## src/rtl/orv32s_mem_pkg.sv

```systemverilog
// rtl/orv32s_mem_pkg.sv - shared types and widths for the orv32s memory arbiter
package orv32s_mem_pkg;

    typedef enum logic [1:0] {
        IDLE = 2'd0,
        REQ  = 2'd1,
        WAIT = 2'd2
    } mem_arb_state_e;

    typedef enum logic {
        OWN_I = 1'b0,
        OWN_D = 1'b1
    } mem_owner_e;

    localparam int MEM_LINE_W = 64;
    localparam int MEM_LANE_W = 32;
    localparam int MEM_LINE_BE_W = MEM_LINE_W / 8;
    localparam int MEM_LANE_BE_W = MEM_LANE_W / 8;

endpackage

```

## src/rtl/orv32s_mem_lane.sv

```systemverilog
// rtl/orv32s_mem_lane.sv - 32-bit lane to 64-bit line packing and unpacking
module orv32s_mem_lane
    import orv32s_mem_pkg::*;
(
    input  logic                     pack_sel,
    input  logic [MEM_LANE_W-1:0]    wdata,
    input  logic [MEM_LANE_BE_W-1:0] be,
    output logic [MEM_LINE_W-1:0]    line_wdata,
    output logic [MEM_LINE_BE_W-1:0] line_be,
    input  logic                     unpack_sel,
    input  logic [MEM_LINE_W-1:0]    line_rdata,
    output logic [MEM_LANE_W-1:0]    rdata
);

    // Store data goes to both lanes; only the enabled bytes of the chosen lane get written.
    always_comb begin
        line_wdata = {wdata, wdata};
        line_be    = pack_sel ? {be, {MEM_LANE_BE_W{1'b0}}} : {{MEM_LANE_BE_W{1'b0}}, be};
        rdata      = unpack_sel ? line_rdata[MEM_LINE_W-1:MEM_LANE_W] : line_rdata[MEM_LANE_W-1:0];
    end

endmodule

```

## src/rtl/orv32s_mem_arb.sv

```systemverilog
// rtl/orv32s_mem_arb.sv - fetch/LSU arbiter onto one 64-bit memory port; optional MEM_ARB_STARVE_GUARD_EN
module orv32s_mem_arb
    import orv32s_mem_pkg::*;
#(
    parameter int STARVE_MAX = 4,
    parameter int ADDR_W     = 32
) (
    input  logic                     clk,
    input  logic                     rst,
    input  logic                     i_req_i,
    input  logic [ADDR_W-1:0]        i_addr_i,
    input  logic                     i_flush_i,
    output logic                     i_gnt_o,
    output logic [MEM_LINE_W-1:0]    i_line_o,
    output logic                     i_valid_o,
    input  logic                     d_req_i,
    input  logic                     d_we_i,
    input  logic [ADDR_W-1:0]        d_addr_i,
    input  logic [MEM_LANE_W-1:0]    d_wdata_i,
    input  logic [MEM_LANE_BE_W-1:0] d_be_i,
    output logic                     d_gnt_o,
    output logic [MEM_LANE_W-1:0]    d_rdata_o,
    output logic                     d_valid_o,
    output logic                     m_req_o,
    output logic                     m_we_o,
    output logic [ADDR_W-1:0]        m_addr_o,
    output logic [MEM_LINE_W-1:0]    m_wdata_o,
    output logic [MEM_LINE_BE_W-1:0] m_be_o,
    input  logic                     m_ready_i,
    input  logic                     m_rvalid_i,
    input  logic [MEM_LINE_W-1:0]    m_rdata_i
);

    mem_arb_state_e           state_q;
    mem_arb_state_e           state_d;
    mem_owner_e               owner_q;
    logic [ADDR_W-4:0]        line_addr_q;
    logic                     lane_q;
    logic                     we_q;
    logic [MEM_LINE_W-1:0]    wdata_q;
    logic [MEM_LINE_BE_W-1:0] be_q;
    logic                     drop_q;
    logic                     i_valid_q;
    logic                     d_valid_q;
    logic [MEM_LINE_W-1:0]    i_line_q;
    logic [MEM_LANE_W-1:0]    d_rdata_q;

    logic                     arb_en;
    logic                     i_eligible;
    logic                     i_win;
    logic                     d_win;
    logic                     flush_hit;
    logic [MEM_LINE_W-1:0]    pack_wdata;
    logic [MEM_LINE_BE_W-1:0] pack_be;
    logic [MEM_LANE_W-1:0]    unpack_rdata;

    // Fetch addresses are line aligned and load/store lane width comes from byte enables.
    logic unused_addr_bits;
    assign unused_addr_bits = ^{i_addr_i[2:0], d_addr_i[1:0]};

    orv32s_mem_lane u_lane (
        .pack_sel   (d_addr_i[2]),
        .wdata      (d_wdata_i),
        .be         (d_be_i),
        .line_wdata (pack_wdata),
        .line_be    (pack_be),
        .unpack_sel (lane_q),
        .line_rdata (m_rdata_i),
        .rdata      (unpack_rdata)
    );

    // Arbitration only happens in IDLE and never while reset is held.
    assign arb_en     = (state_q == IDLE) && !rst;
    assign i_eligible = i_req_i && !i_flush_i;
    assign flush_hit  = i_flush_i && (owner_q == OWN_I);

`ifdef MEM_ARB_STARVE_GUARD_EN
    localparam int CNT_W = $clog2(STARVE_MAX + 1);
    localparam logic [CNT_W-1:0] STARVE_LIM = CNT_W'(STARVE_MAX);

    logic [CNT_W-1:0] starve_q;
    logic             starved;

    assign starved = (starve_q >= STARVE_LIM);

    // Data wins unless fetch has lost STARVE_MAX arbitrations in a row.
    always_comb begin
        i_win = 1'b0;
        d_win = 1'b0;
        if (arb_en) begin
            if (starved && i_eligible) begin
                i_win = 1'b1;
            end else begin
                d_win = d_req_i;
                i_win = i_eligible && !d_req_i;
            end
        end
    end

    // Count consecutive arbitrations where fetch was waiting and data took the port.
    always_ff @(posedge clk) begin
        if (rst) begin
            starve_q <= '0;
        end else if (arb_en) begin
            if (i_win || !i_req_i) begin
                starve_q <= '0;
            end else if (d_win && !starved) begin
                starve_q <= starve_q + 1'b1;
            end
        end
    end
`else
    localparam int starve_max_unused = STARVE_MAX;

    // Strict priority: data always beats fetch.
    always_comb begin
        d_win = arb_en && d_req_i;
        i_win = arb_en && i_eligible && !d_req_i;
    end
`endif

    assign i_gnt_o = i_win;
    assign d_gnt_o = d_win;

    // Next-state logic for the single-outstanding transaction sequence.
    always_comb begin
        state_d = state_q;
        unique case (state_q)
            IDLE:    if (i_win || d_win) state_d = REQ;
            REQ:     if (m_ready_i) state_d = WAIT;
            WAIT:    if (m_rvalid_i) state_d = IDLE;
            default: state_d = IDLE;
        endcase
    end

    // State register.
    always_ff @(posedge clk) begin
        if (rst) begin
            state_q <= IDLE;
        end else begin
            state_q <= state_d;
        end
    end

    // Capture the granted request, track flush drops and register responses.
    always_ff @(posedge clk) begin
        if (rst) begin
            owner_q     <= OWN_I;
            line_addr_q <= '0;
            lane_q      <= 1'b0;
            we_q        <= 1'b0;
            wdata_q     <= '0;
            be_q        <= '0;
            drop_q      <= 1'b0;
            i_valid_q   <= 1'b0;
            d_valid_q   <= 1'b0;
            i_line_q    <= '0;
            d_rdata_q   <= '0;
        end else begin
            i_valid_q <= 1'b0;
            d_valid_q <= 1'b0;
            unique case (state_q)
                IDLE: begin
                    if (d_win) begin
                        owner_q     <= OWN_D;
                        line_addr_q <= d_addr_i[ADDR_W-1:3];
                        lane_q      <= d_addr_i[2];
                        we_q        <= d_we_i;
                        wdata_q     <= pack_wdata;
                        be_q        <= pack_be;
                        drop_q      <= 1'b0;
                    end else if (i_win) begin
                        owner_q     <= OWN_I;
                        line_addr_q <= i_addr_i[ADDR_W-1:3];
                        lane_q      <= 1'b0;
                        we_q        <= 1'b0;
                        wdata_q     <= '0;
                        be_q        <= '1;
                        drop_q      <= 1'b0;
                    end
                end
                REQ: begin
                    if (flush_hit) drop_q <= 1'b1;
                end
                WAIT: begin
                    if (flush_hit) drop_q <= 1'b1;
                    if (m_rvalid_i) begin
                        if (owner_q == OWN_I) begin
                            // A flush in the response cycle cancels it as well.
                            if (!(drop_q || i_flush_i)) begin
                                i_valid_q <= 1'b1;
                                i_line_q  <= m_rdata_i;
                            end
                        end else begin
                            d_valid_q <= 1'b1;
                            d_rdata_q <= unpack_rdata;
                        end
                    end
                end
                default: begin
                    drop_q <= 1'b0;
                end
            endcase
        end
    end

    assign m_req_o   = (state_q == REQ);
    assign m_we_o    = we_q;
    assign m_addr_o  = {line_addr_q, 3'b000};
    assign m_wdata_o = wdata_q;
    assign m_be_o    = be_q;
    assign i_valid_o = i_valid_q;
    assign i_line_o  = i_line_q;
    assign d_valid_o = d_valid_q;
    assign d_rdata_o = d_rdata_q;

endmodule

```

## config.mk

```make
export PLATFORM = sky130hd
export DESIGN_NAME = orv32s_mem_arb
export DESIGN_NICKNAME = d
export VERILOG_FILES = /design/src/rtl/orv32s_mem_pkg.sv /design/src/rtl/orv32s_mem_lane.sv /design/src/rtl/orv32s_mem_arb.sv
export SDC_FILE = /design/constraint.sdc
export NUM_CORES = 1
export LEC_CHECK = 0
export ABC_AREA = 1
export BUFFER_PORTS_ARGS = -buffer_cell sky130_fd_sc_hd__buf_2
export CAP_MARGIN = 15
export CORE_MARGIN = 8
export CORE_UTILIZATION = 35
export DETAILED_ROUTE_END_ITERATION = 7
export GPL_TIMING_DRIVEN = 0
export PLACE_DENSITY = 0.61
export SYNTH_ARGS = -nofsm -noshare
export SYNTH_HDL_FRONTEND = slang
export SYNTH_SLANG_ARGS = --single-unit
```

## constraint.sdc

```tcl
create_clock -name clk -period 2.4 [get_ports clk]
set_input_delay 0.48 -clock clk [delete_from_list [all_inputs] [get_ports clk]]
set_output_delay 0.48 -clock clk [all_outputs]
set_load 0.005 [all_outputs]
```

==> results.md <==
Worst setup path:
- Together, buffers and inverters on the worst path number 4.
- The critical path is of the reg2out type.
- The library cell contributing the largest single delay on the critical path is dfxtp_1.
- The critical path capture point type is a primary output.
- The cell family with the largest share of critical-path delay is buffers and inverters.
- The cell type with the highest occurrence count on the critical path is buf_2.
- The data required time of the worst path is 1.92 ns.
- For the worst setup path, the data arrival time is about 1.8 ns.
- The biggest cell delay along the critical path is between 0.3 and 0.4 ns.
- Traced cell by cell, the critical path runs through inv_2, ha_4, nand3_4, clkinv_2, buf_2, buf_2.
- The peak fanout along the critical path is 10.
- The worst setup path is launched from a register.

Pwr:
- The total leakage power is between 5 and 6 nW.
- The share of total power dissipated in combinational logic is 0.251.
- The total power density per cell area is 777 mW/mm².
- Of the total power, registers draw 0.422.
- The internal power of the cells is approximately 0.0054 W.
- The relative contribution of the clock network to total power is 0.327.
- The switching power is between 0.002 and 0.003 W.
- The worst ir drop on vdd is a little under 0.4 mV.
- Of the total power, the share spent switching nets is 0.327.

Synth:
- The number of synthesized register bits is 173.
- The post-synthesis simple-gate area fraction is 0.189.
- The mux contribution to synthesized area is 0.
- The fraction of the mapped netlist area in adder cells is 0.00839.
- Of the total synthesized cell area, the portion taken by XOR and XNOR cells is 0.
- In this run, distinct cell masters in the synthesized netlist total 23.
- By area, the combinational part of the netlist is dominated by simple AND/OR/NAND/NOR gates.
- In this run the cell area of the synthesized design comes to roughly 0.0075 mm².
- The share of the synthesized area in compound gates (AO/OA/AOI/OAI) came to 0.187.
- The post-synthesis instance total is roughly 1,000.
- For this run, the number of Yosys warnings is 0.
- The average footprint of a synthesized cell is 7.28 µm².
- The register area share after synthesis is 0.464.

Final layout:
- The antenna diode count is 0.
- The area of the multi-input gates is 0.00290 mm².
- Across the whole layout, storage elements account for approximately 0.0035 mm².
- Of the cells placed in the final design, the portion with a size suffix greater than 1 is 0.347.
- Relative to the synthesized area, the layout overhead comes to 37.4%.
- The library cell used most frequently in the layout, excluding fill and tap cells, is buf_2.
- In the final design database the tool counted ~1,600 nets.
- Once layout is complete, the utilization of the core stands at 0.489.
- The library cells used most frequently in the layout, excluding fill and tap cells, are buf_2 (397), nand2_1 (222), dfxtp_1 (172), a21oi_1 (162), inv_1 (118).
- Fill cells in the final layout number around 2,200.

Global routing:
- The number of global-route vias before repair was 8,063.
- After global routing the overflow that remains totals 0.
- The first global-routing pass estimated ~45,000 µm of wire.
- The all-layer global routing usage is 0.218.
- Entering global routing, the biggest net connects 17 pins.
- The number of antenna violations at the first check in global routing is 1.

Floorplan:
- The core region is roughly 0.021 mm².
- about 380 I/O pins were placed.
- The die covers approximately 0.026 mm².
- The die outline height is 162 µm.
- The initial core utilization is 0.356.
- The width of the chip is between 150 and 200 µm.
- The floorplan has 53 rows.

Worst hold path:
- The worst min-delay path class is in2reg.

Clocking:
- In this run the deepest clock path goes through 2 buffers.
- The H-tree was split into 4 levels.
- The number of buffers inserted during clock tree synthesis is 17.
- Clock tree synthesis found a total of roughly 170 sinks.
- TritonCTS built the clock tree.
- The later pin in the worst-skew pair is clocked with a latency of approximately 0.43 ns.
- The clock input transition at the sequential cells of the worst setup and hold paths is around 0.08 ns.
- The clock tree root driver cell is clkbuf_16.

Routing:
- In the routed layout, each cell is associated on average with a via count of 4.71.
- The number of antenna-violating nets in the routed design is 0.
- The violation count after the first detailed-route iteration is 404.
- For this block, the routed nets add up to between 20,000 and 30,000 µm of wire.
- Dividing the detail-routed wire length by the instance count gives approximately 17 µm.
- After detailed routing, the number of remaining DRC violations is 0.
- The detailed-router iteration count before antenna repair is 5.
- Across all layers, the routed design uses between 8,000 and 9,000 vias.

Timing:
- The actual slew at the worst max-slew pin is roughly 0.75 ns.
- Setup repair after global routing left no endpoint under its margin.
- After layout, the minimum clock period comes to 2.29 ns.
- In the final timing run, aggregate negative setup slack is 0 ns.
- In the finished design, the share of the clock period the worst path needs comes to 0.954.
- The max-slew headroom at the worst pin is 0.501.
- Setup violations remaining at the end of the flow were counted as 0.
- Based on the critical path, the design can be clocked at up to around 0.44 GHz.
- The clock arrives with 0.00968 ns of skew.
- The number of max-slew violations in the final report is 0.
- The count of endpoints failing hold in the final timing report is 0.

Place:
- During placement, the flow inserted port buffers numbering 368.
- Routability-driven placement finished with a final weighted congestion of ~0.86.
- The HPWL after detailed placement is between 20,000 and 25,000 µm.

Run status:
- The flow ran to the end, and the final reports show no timing, DRC or antenna violations.

Job:
- The number of maximum-capacitance violations is 0.
state kept, by name (all words and copies together) (netlist names):
signal	count
d_rdata_o	32
d_valid_o	1
drop_q	1
i_line_o	64
i_valid_o	1
lane_q	1
line_addr_q	29
m_be_o	8
m_wdata_o	32
m_we_o	1
owner_q	1
state_q	2
stage by stage:
step,hold WS (ns),instance area [µm²],instances,power (W),worst slack (ns)
2_1_floorplan,0.438,7470,1026,0.00449,0.592
3_3_place_gp,0.429,9650,1669,0.00538,0.306
3_5_place_dp,0.433,9650,1669,0.00540,0.279
4_1_cts,0.274,10200,1702,0.00803,0.0300
5_1_grt,0.280,10200,1704,0.00840,0.00918
6_report,0.295,10200,1704,0.00796,0.111
repair_timing:
| action | in CTS | in global routing |
|---|---|---|
| gates resized for setup | 6 | 3 |
| endpoints found under the hold margin | 0 | 0 |
| endpoints found under the setup margin | 2 | 2 |
| hold buffers | 0 | 0 |
| pin swaps | 1 | 0 |
| setup buffers | 1 | 2 |
final timing paths:
check	cells after the start	end	startpoint	slack [ns]
worst max-delay path	6	d_gnt_o	state_q[1]	0.11
worst min-delay path	3	m_wdata_o[46]	d_wdata_i[14]	0.29
worst min register to register	2	i_line_o[34]	i_line_o[34]	0.44
worst max register to register	9	i_line_o[46]	state_q[0]	0.34
cells in the mapped netlist:
cell type,n,area share
nand2_1,222,0.11
dfxtp_1,173,0.46
a21oi_1,162,0.11
inv_1,120,0.060
nand3_1,99,0.066
o21ai_0,92,0.062
buf_4,51,0.051
buf_2,30,0.020
clkbuf_1,27,0.014
o21ai_1,13,0.0087
nor2_1,10,0.0050
o211ai_1,8,0.0081
ha_1,5,0.0084
buf_1,3,0.0015
buf_6,1,0.0015
clkinv_2,1,0.00067
conb_1,1,0.00050
inv_2,1,0.00050
inv_4,1,0.00084
nand2_2,1,0.00084
nand2_4,1,0.0015
nand3_2,1,0.0013
nand3_4,1,0.0023
area by class of cell:
class | count | share of cell area
well taps | 275 | 0.0336
clock buffers | 19 | 0.0423
multi-input cells | 618 | 0.283
clock inverters | 13 | 0.0110
repair buffers | 371 | 0.182
inverters | 123 | 0.0454
flip-flops and latches | 173 | 0.338
plain buffers | 112 | 0.0645
power by group through the flow:
stage | Sequential [W] | Combinational (W) | Clock (W)
after global placement | 0.00341 | 0.00198 | 0
after floorplan | 0.00342 | 0.00107 | 0
after detailed placement | 0.00342 | 0.00198 | 0
after CTS | 0.00336 | 0.00201 | 0.00266
final | 0.00336 | 0.00200 | 0.00260
after global routing | 0.00340 | 0.00225 | 0.00276
worst register-to-register path, cell delays in order, from the launching register on:
cell and delay, ns:
dfxtp_2 0.36, inv_2 0.07, buf_4 0.13, ha_1 0.20, nand2_1 0.07, inv_2 0.08, nand3_1 0.15, clkbuf_1 0.44
buf_2 0.33, a21oi_1 0.11
layer usage:
metal	track usage	vias to the layer above	part of all wire
met5	0	-	0.00034
met4	0.0459	2	0.011
met3	0.0739	22	0.090
met2	0.384	321	0.49
met1	0.251	3629	0.41
li1	-	4048	-
cell families (layout without fill, tap and decap cells):
kind of cell	after synthesis	after routing
and+or+nand+nor	335	335
AOI/OAI and AO/OA	275	275
buffers and inverters	235	638
DFF	173	173
adders and majority gates	5	5
other	1	3
Power figures use the tool's default switching activity.
